## src/rtl/apb_master_bridge_pkg.sv

```systemverilog
// ----------------------------------------------------------------------------
// apb_master_bridge_pkg
// Shared definitions for the APB master bridge:
//   - FSM state encodings (2 bits, IDLE/SETUP/ACCESS/RESP)
//   - default bus widths and watchdog depth
//   - helper to size the watchdog counter
// ----------------------------------------------------------------------------
package apb_master_bridge_pkg;

    localparam int unsigned DEF_DATA_WIDTH     = 32;
    localparam int unsigned DEF_BUS_WIDTH      = 64;
    localparam int unsigned DEF_ADDR_WIDTH     = 32;
    localparam int unsigned DEF_TIMEOUT_CYCLES = 16;

    localparam logic [1:0] ST_IDLE   = 2'd0;
    localparam logic [1:0] ST_SETUP  = 2'd1;
    localparam logic [1:0] ST_ACCESS = 2'd2;
    localparam logic [1:0] ST_RESP   = 2'd3;

    // Counter must be able to hold the value TIMEOUT_CYCLES itself.
    function automatic int unsigned wd_width(input int unsigned timeout_cycles);
        return $clog2(timeout_cycles + 1);
    endfunction

endpackage

```

## src/rtl/apb_master_bridge_watchdog.sv

```systemverilog
// ----------------------------------------------------------------------------
// apb_watchdog_counter
// Counts ACCESS cycles spent waiting on the slave.
//   clk_i      in  clock
//   rst_ni     in  async active-low reset
//   clear_i    in  zero the count (held during SETUP)
//   enable_i   in  count this cycle (ACCESS)
//   expired_o  out current enabled cycle is the TIMEOUT_CYCLES-th one
// ----------------------------------------------------------------------------
module apb_watchdog_counter
    import apb_master_bridge_pkg::*;
#(
    parameter int unsigned TIMEOUT_CYCLES = DEF_TIMEOUT_CYCLES
) (
    input  logic clk_i,
    input  logic rst_ni,
    input  logic clear_i,
    input  logic enable_i,
    output logic expired_o
);

    localparam int unsigned W = wd_width(TIMEOUT_CYCLES);
    localparam logic [W-1:0] CNT_MAX  = W'(TIMEOUT_CYCLES);
    localparam logic [W-1:0] CNT_LAST = W'(TIMEOUT_CYCLES - 1);

    logic [W-1:0] cnt_q;

    always_ff @(posedge clk_i or negedge rst_ni) begin
        if (!rst_ni) begin
            cnt_q <= '0;
        end else if (clear_i) begin
            cnt_q <= '0;
        end else if (enable_i && (cnt_q != CNT_MAX)) begin
            cnt_q <= cnt_q + 1'b1;
        end
    end

    // Flag one cycle early so the FSM leaves ACCESS after exactly
    // TIMEOUT_CYCLES cycles without a pready.
    assign expired_o = enable_i && (cnt_q >= CNT_LAST);

endmodule

```

## src/rtl/apb_master_bridge.sv

```systemverilog
// ----------------------------------------------------------------------------
// apb_master_bridge
// Converts single host requests (valid/ready) into APB SETUP/ACCESS transfers
// and returns read data / error status on a held response channel. A watchdog
// aborts transfers whose slave never asserts pready. One transfer in flight.
// Ports:
//   clk_i, rst_ni                         clock, async active-low reset
//   req_valid_i/req_ready_o               host request handshake
//   req_write_i, req_addr_i,
//   req_wdata_i, req_strb_i               request payload
//   rsp_valid_o/rsp_ready_i               response handshake
//   rsp_rdata_o, rsp_err_o, rsp_timeout_o response payload
//   psel_o, penable_o, pwrite_o, paddr_o,
//   pwdata_o, pstrb_o                     APB request side
//   pready_i, pslverr_i, prdata_i         APB completion side
//   busy_o                                high whenever not IDLE
// All outputs are registered.
// ----------------------------------------------------------------------------
module apb_master_bridge
    import apb_master_bridge_pkg::*;
#(
    parameter int unsigned DATA_WIDTH     = DEF_DATA_WIDTH,
    parameter int unsigned BUS_WIDTH      = DEF_BUS_WIDTH,
    parameter int unsigned ADDR_WIDTH     = DEF_ADDR_WIDTH,
    parameter int unsigned TIMEOUT_CYCLES = DEF_TIMEOUT_CYCLES
) (
    input  logic                   clk_i,
    input  logic                   rst_ni,
    input  logic                   req_valid_i,
    output logic                   req_ready_o,
    input  logic                   req_write_i,
    input  logic [ADDR_WIDTH-1:0]  req_addr_i,
    input  logic [BUS_WIDTH-1:0]   req_wdata_i,
    input  logic [BUS_WIDTH/8-1:0] req_strb_i,
    output logic                   rsp_valid_o,
    input  logic                   rsp_ready_i,
    output logic [BUS_WIDTH-1:0]   rsp_rdata_o,
    output logic                   rsp_err_o,
    output logic                   rsp_timeout_o,
    output logic                   psel_o,
    output logic                   penable_o,
    output logic                   pwrite_o,
    output logic [ADDR_WIDTH-1:0]  paddr_o,
    output logic [BUS_WIDTH-1:0]   pwdata_o,
    output logic [BUS_WIDTH/8-1:0] pstrb_o,
    input  logic                   pready_i,
    input  logic                   pslverr_i,
    input  logic [BUS_WIDTH-1:0]   prdata_i,
    output logic                   busy_o
);

    // Elaboration-time sanity on the parameter set.
    if ((BUS_WIDTH % DATA_WIDTH) != 0 || TIMEOUT_CYCLES < 2) begin : g_param_check
        $error("apb_master_bridge: illegal parameter combination");
    end

    logic [1:0] state_q;
    logic       wd_clear;
    logic       wd_en;
    logic       wd_expired;

    assign wd_clear = (state_q == ST_SETUP);
    assign wd_en    = (state_q == ST_ACCESS);

    apb_watchdog_counter #(
        .TIMEOUT_CYCLES (TIMEOUT_CYCLES)
    ) u_watchdog (
        .clk_i     (clk_i),
        .rst_ni    (rst_ni),
        .clear_i   (wd_clear),
        .enable_i  (wd_en),
        .expired_o (wd_expired)
    );

    always_ff @(posedge clk_i or negedge rst_ni) begin
        if (!rst_ni) begin
            state_q       <= ST_IDLE;
            req_ready_o   <= 1'b1;
            rsp_valid_o   <= 1'b0;
            rsp_rdata_o   <= '0;
            rsp_err_o     <= 1'b0;
            rsp_timeout_o <= 1'b0;
            psel_o        <= 1'b0;
            penable_o     <= 1'b0;
            pwrite_o      <= 1'b0;
            paddr_o       <= '0;
            pwdata_o      <= '0;
            pstrb_o       <= '0;
            busy_o        <= 1'b0;
        end else begin
            case (state_q)
                ST_IDLE: begin
                    if (req_valid_i) begin
                        // Reads never carry strobes or write data on the bus.
                        paddr_o     <= req_addr_i;
                        pwrite_o    <= req_write_i;
                        pwdata_o    <= req_write_i ? req_wdata_i : '0;
                        pstrb_o     <= req_write_i ? req_strb_i  : '0;
                        psel_o      <= 1'b1;
                        penable_o   <= 1'b0;
                        req_ready_o <= 1'b0;
                        busy_o      <= 1'b1;
                        state_q     <= ST_SETUP;
                    end
                end
                ST_SETUP: begin
                    penable_o <= 1'b1;
                    state_q   <= ST_ACCESS;
                end
                ST_ACCESS: begin
                    if (pready_i) begin
                        psel_o      <= 1'b0;
                        penable_o   <= 1'b0;
                        rsp_valid_o <= 1'b1;
                        rsp_err_o   <= pslverr_i;
                        rsp_rdata_o <= (pwrite_o || pslverr_i) ? '0 : prdata_i;
                        state_q     <= ST_RESP;
                    end else if (wd_expired) begin
                        psel_o        <= 1'b0;
                        penable_o     <= 1'b0;
                        rsp_valid_o   <= 1'b1;
                        rsp_err_o     <= 1'b1;
                        rsp_timeout_o <= 1'b1;
                        rsp_rdata_o   <= '0;
                        state_q       <= ST_RESP;
                    end
                end
                default: begin
                    if (rsp_ready_i) begin
                        rsp_valid_o   <= 1'b0;
                        rsp_err_o     <= 1'b0;
                        rsp_timeout_o <= 1'b0;
                        rsp_rdata_o   <= '0;
                        req_ready_o   <= 1'b1;
                        busy_o        <= 1'b0;
                        state_q       <= ST_IDLE;
                    end
                end
            endcase
        end
    end

endmodule

```

## config.mk

```make
export PLATFORM = sky130hd
export DESIGN_NAME = apb_master_bridge
export DESIGN_NICKNAME = d
export VERILOG_FILES = /design/src/rtl/apb_master_bridge_pkg.sv /design/src/rtl/apb_master_bridge_watchdog.sv /design/src/rtl/apb_master_bridge.sv
export SDC_FILE = /design/constraint.sdc
export NUM_CORES = 1
export LEC_CHECK = 0
export CAP_MARGIN = 20
export CELL_PAD_IN_SITES_DETAIL_PLACEMENT = 0
export CELL_PAD_IN_SITES_GLOBAL_PLACEMENT = 1
export CORE_MARGIN = 2
export CORE_UTILIZATION = 29
export CTS_CLUSTER_SIZE = 20
export DETAILED_ROUTE_END_ITERATION = 7
export GPL_TIMING_DRIVEN = 0
export PLACE_DENSITY_LB_ADDON = 0.1
export SLEW_MARGIN = 5
export SYNTH_ARGS = -nofsm -noshare
export SYNTH_HDL_FRONTEND = slang
export SYNTH_SLANG_ARGS = --single-unit
```

## constraint.sdc

```tcl
create_clock -name clk_i -period 2.8 [get_ports clk_i]
set_input_delay 0.56 -clock clk_i [delete_from_list [all_inputs] [get_ports clk_i]]
set_output_delay 0.56 -clock clk_i [all_outputs]
set_load 0.05 [all_outputs]
```

==> metrics.txt <==
grt total ovfl 0; HP Class in2async; fin nets 1369; cell area after layout between 10000 and 15000 µm²; Post-Syn Area ~7400 µm²; clk root buf clkbuf_16; Mean Syn Cell Area 9.02 µm²; Worst Skew approximately 0.015 ns; Max rail drop VDD slightly below 0.7 mV; Port Buffers 349; ys async rst share 1.00; DRC errors left 0; RePlAce Congestion around 0.75; filler instances about 2600; post-synthesis sequential area ratio 0.621; Crit Path Category reg2reg; # resized after CTS 0; Ys Warns 0; largest area contributor in the netlist dfrtp_1; Setup crit end kind flip-flop; clock-pin slew of the registers on the worst-case setup and hold paths about 0.080 ns; H-tree depth 4; row count slightly below 60; Starting Density 0.294; ANT cells 0; Critical Path Source Type flip-flop; normalized max-slew margin 0.526; DR iter-0 viols between 300 and 400; PwrDens roughly 1200 nW/µm²; placed cell count about 1500; final setup fails 0; detailed placement HPWL ~18000 µm; insertion delay to the later sink of the worst-skew pair roughly 0.43 ns; first-pass GRT wire length 37400 µm; Tot GR Track Use 0.180; Bufs on Longest Clock Path 2; static leakage 5.40 nW; syn nets 1000; Synth area leaders dfrtp_1 62%, nand2_1 19%, nand3_1 5.0%; Primary FF master, synth dfrtp_1; Max-cap violations 0; synthesized flop and latch total between 150 and 200; initial antenna violation count 0; register area roughly 4600 µm²; cells after synthesis slightly above 800; Num CTS Buffers 17; share of layout cells above drive strength 1 0.0450; Horiz. Die Dim between 150 and 200 µm; area of the die around 27000 µm²; fin crit period 2.55 ns; Non-Filler Instances 1529; Via density between 4 and 5; I/O pin count around 350; area of the multi-input gates between 2000 and 3000 µm²; Die Y-Extent about 160 µm; Post-CTS Hold Buffers 0; outcome finished clean; core area roughly 25000 µm²; First-pass DRT Iterations 5; fmax 393 MHz; Sink Count ~180; placed cell areas 11300 µm²; EDFF count, synth 0; top cell type's share of synthesized area 0.618; WP data required 3.14 ns; unrepaired setup endpoints after global routing false; Tcrit/Tclk final 0.909; largest net degree at the start of global routing 98; Routed Antenna Nets 0; Total Wirelength around 24000 µm; final hold vios 0; number of global-route vias before repair between 6000 and 7000; CTS tree done; post-CTS setup repair buffer count 0; Worst Path Arrival approximately 2.9 ns; via count roughly 6700; Slew @ Worst Pin slightly above 0.7 ns; crit-path max FO 10; area delta synth->final 61.1%; DR WL/cell ~16 µm; fin. max-slew vios 0; Distinct cells, synth 33
-- path summary, 6_finish.rpt --
check | end | slack, ns | cells past startpoint | from
max reg2reg | rsp_rdata_o[28] | 0.25 | 10 | u_watchdog.cnt_q[0]
max in group asynchronous | pwdata_o[19] | 1.71 | 2 | rst_ni
min | rsp_rdata_o[43] | 0.10 | 1 | rst_ni
min in group clk_i | pwdata_o[5] | 0.47 | 2 | pwdata_o[5]
min reg2reg | pwdata_o[5] | 0.47 | 2 | pwdata_o[5]
max | rsp_rdata_o[28] | 0.25 | 10 | u_watchdog.cnt_q[0]
-- registers in the layout (all words and copies together), names as in the netlist --
| name | cells |
|---|---|
| busy_o | 1 |
| paddr_o | 32 |
| penable_o | 1 |
| psel_o | 1 |
| pstrb_o | 8 |
| pwdata_o | 64 |
| pwrite_o | 1 |
| req_ready_o | 1 |
| rsp_err_o | 1 |
| rsp_rdata_o | 64 |
| rsp_timeout_o | 1 |
| rsp_valid_o | 1 |
| state_q | 2 |
| u_watchdog.cnt_q | 5 |
-- synth_stat cells, types with 3 or more instances --
cell type,count
nand2_1,375
dfrtp_1,182
nand3_1,73
o21ai_0,51
clkbuf_1,31
o21ai_1,20
nor2_1,15
inv_1,9
ha_1,8
a21oi_1,7
buf_2,7
buf_1,6
clkbuf_2,4
buf_6,3
-- cell type report --
class | count | share of cell area
plain buffers | 52 | 0.0198
inverters | 9 | 0.00284
repair buffers | 350 | 0.297
well taps | 330 | 0.0348
flip-flops and latches | 183 | 0.386
clock inverters | 13 | 0.0105
multi-input cells | 573 | 0.212
clock buffers | 19 | 0.0373
-- power breakdown --
| group | switching (W) | total [W] | internal, W | leakage, nW |
|---|---|---|---|---|
| Combinational | 0.00563 | 0.00815 | 0.00252 | 2.70 |
| Clock | 0.00115 | 0.00236 | 0.00121 | 0.283 |
| Sequential | 0.000577 | 0.00424 | 0.00366 | 2.42 |
-- cells by family (layout without fill, tap and decap cells) --
group           count (synthesis)  after routing  share of synthesized area
buf+inv                        61            443                     0.0365
simple gates                  475            475                      0.261
xor+xnor                        3              3                    0.00356
compound gates                 84             84                     0.0596
fa+ha+maj                       8              8                     0.0136
mux                             3              3                    0.00441
flops                         183            183                      0.621
-- through the flow --
step                power, W   util  setup TNS (ns)  hold WS [ns]  setup slack, ns
global placement      0.0125  0.450        -1324.83         0.449            -7.27
global route          0.0156  0.474               0         0.173           0.0807
detailed placement    0.0125  0.452               0         0.454           0.0997
CTS                   0.0149  0.474               0         0.147            0.233
finish                0.0147  0.474               0         0.100            0.255
floorplan            0.00940      -               0         0.264            0.575
-- worst max-delay path, stage by stage, from the launching register on --
cell and delay (ns):
dfrtp_1 0.43, ha_1 0.22, and3_1 0.18, ha_1 0.20, or4b_1 0.53, o211ai_2 0.22, buf_4 0.22, buf_6 0.17
buf_6 0.15, nand2_1 0.05, o21ai_1 0.08
-- placed cells by master (no fill, tap or decap), types with 2 or more instances in the layout --
| cell | Yosys | layout |
|---|---|---|
| nor2_1 | 15 | 15 |
| dfrtp_1 | 182 | 182 |
| clkbuf_2 | 4 | 4 |
| buf_6 | 3 | 3 |
| a21oi_1 | 7 | 7 |
| inv_6 | 0 | 7 |
| nand4_1 | 2 | 2 |
| nand2_1 | 375 | 375 |
| clkdlybuf4s50_1 | 0 | 348 |
| buf_1 | 6 | 6 |
| inv_8 | 0 | 3 |
| and3_1 | 2 | 2 |
| buf_2 | 7 | 7 |
| o21ai_0 | 51 | 51 |
| ha_1 | 8 | 8 |
| clkbuf_1 | 31 | 32 |
| a31oi_1 | 2 | 2 |
| mux2_2 | 2 | 2 |
| nand3_1 | 73 | 73 |
| clkbuf_16 | 0 | 17 |
| inv_1 | 9 | 9 |
| xor2_1 | 2 | 2 |
| and2_1 | 2 | 2 |
| o31ai_1 | 2 | 2 |
| o21ai_1 | 20 | 20 |
-- metal layers --
metal	global-route usage	wire [µm]
met1	0.222	10300
met2	0.297	11500
met3	0.0693	2280
met4	0.0447	241
met5	0	0
Note: power is estimated with default switching activity, not from simulation.
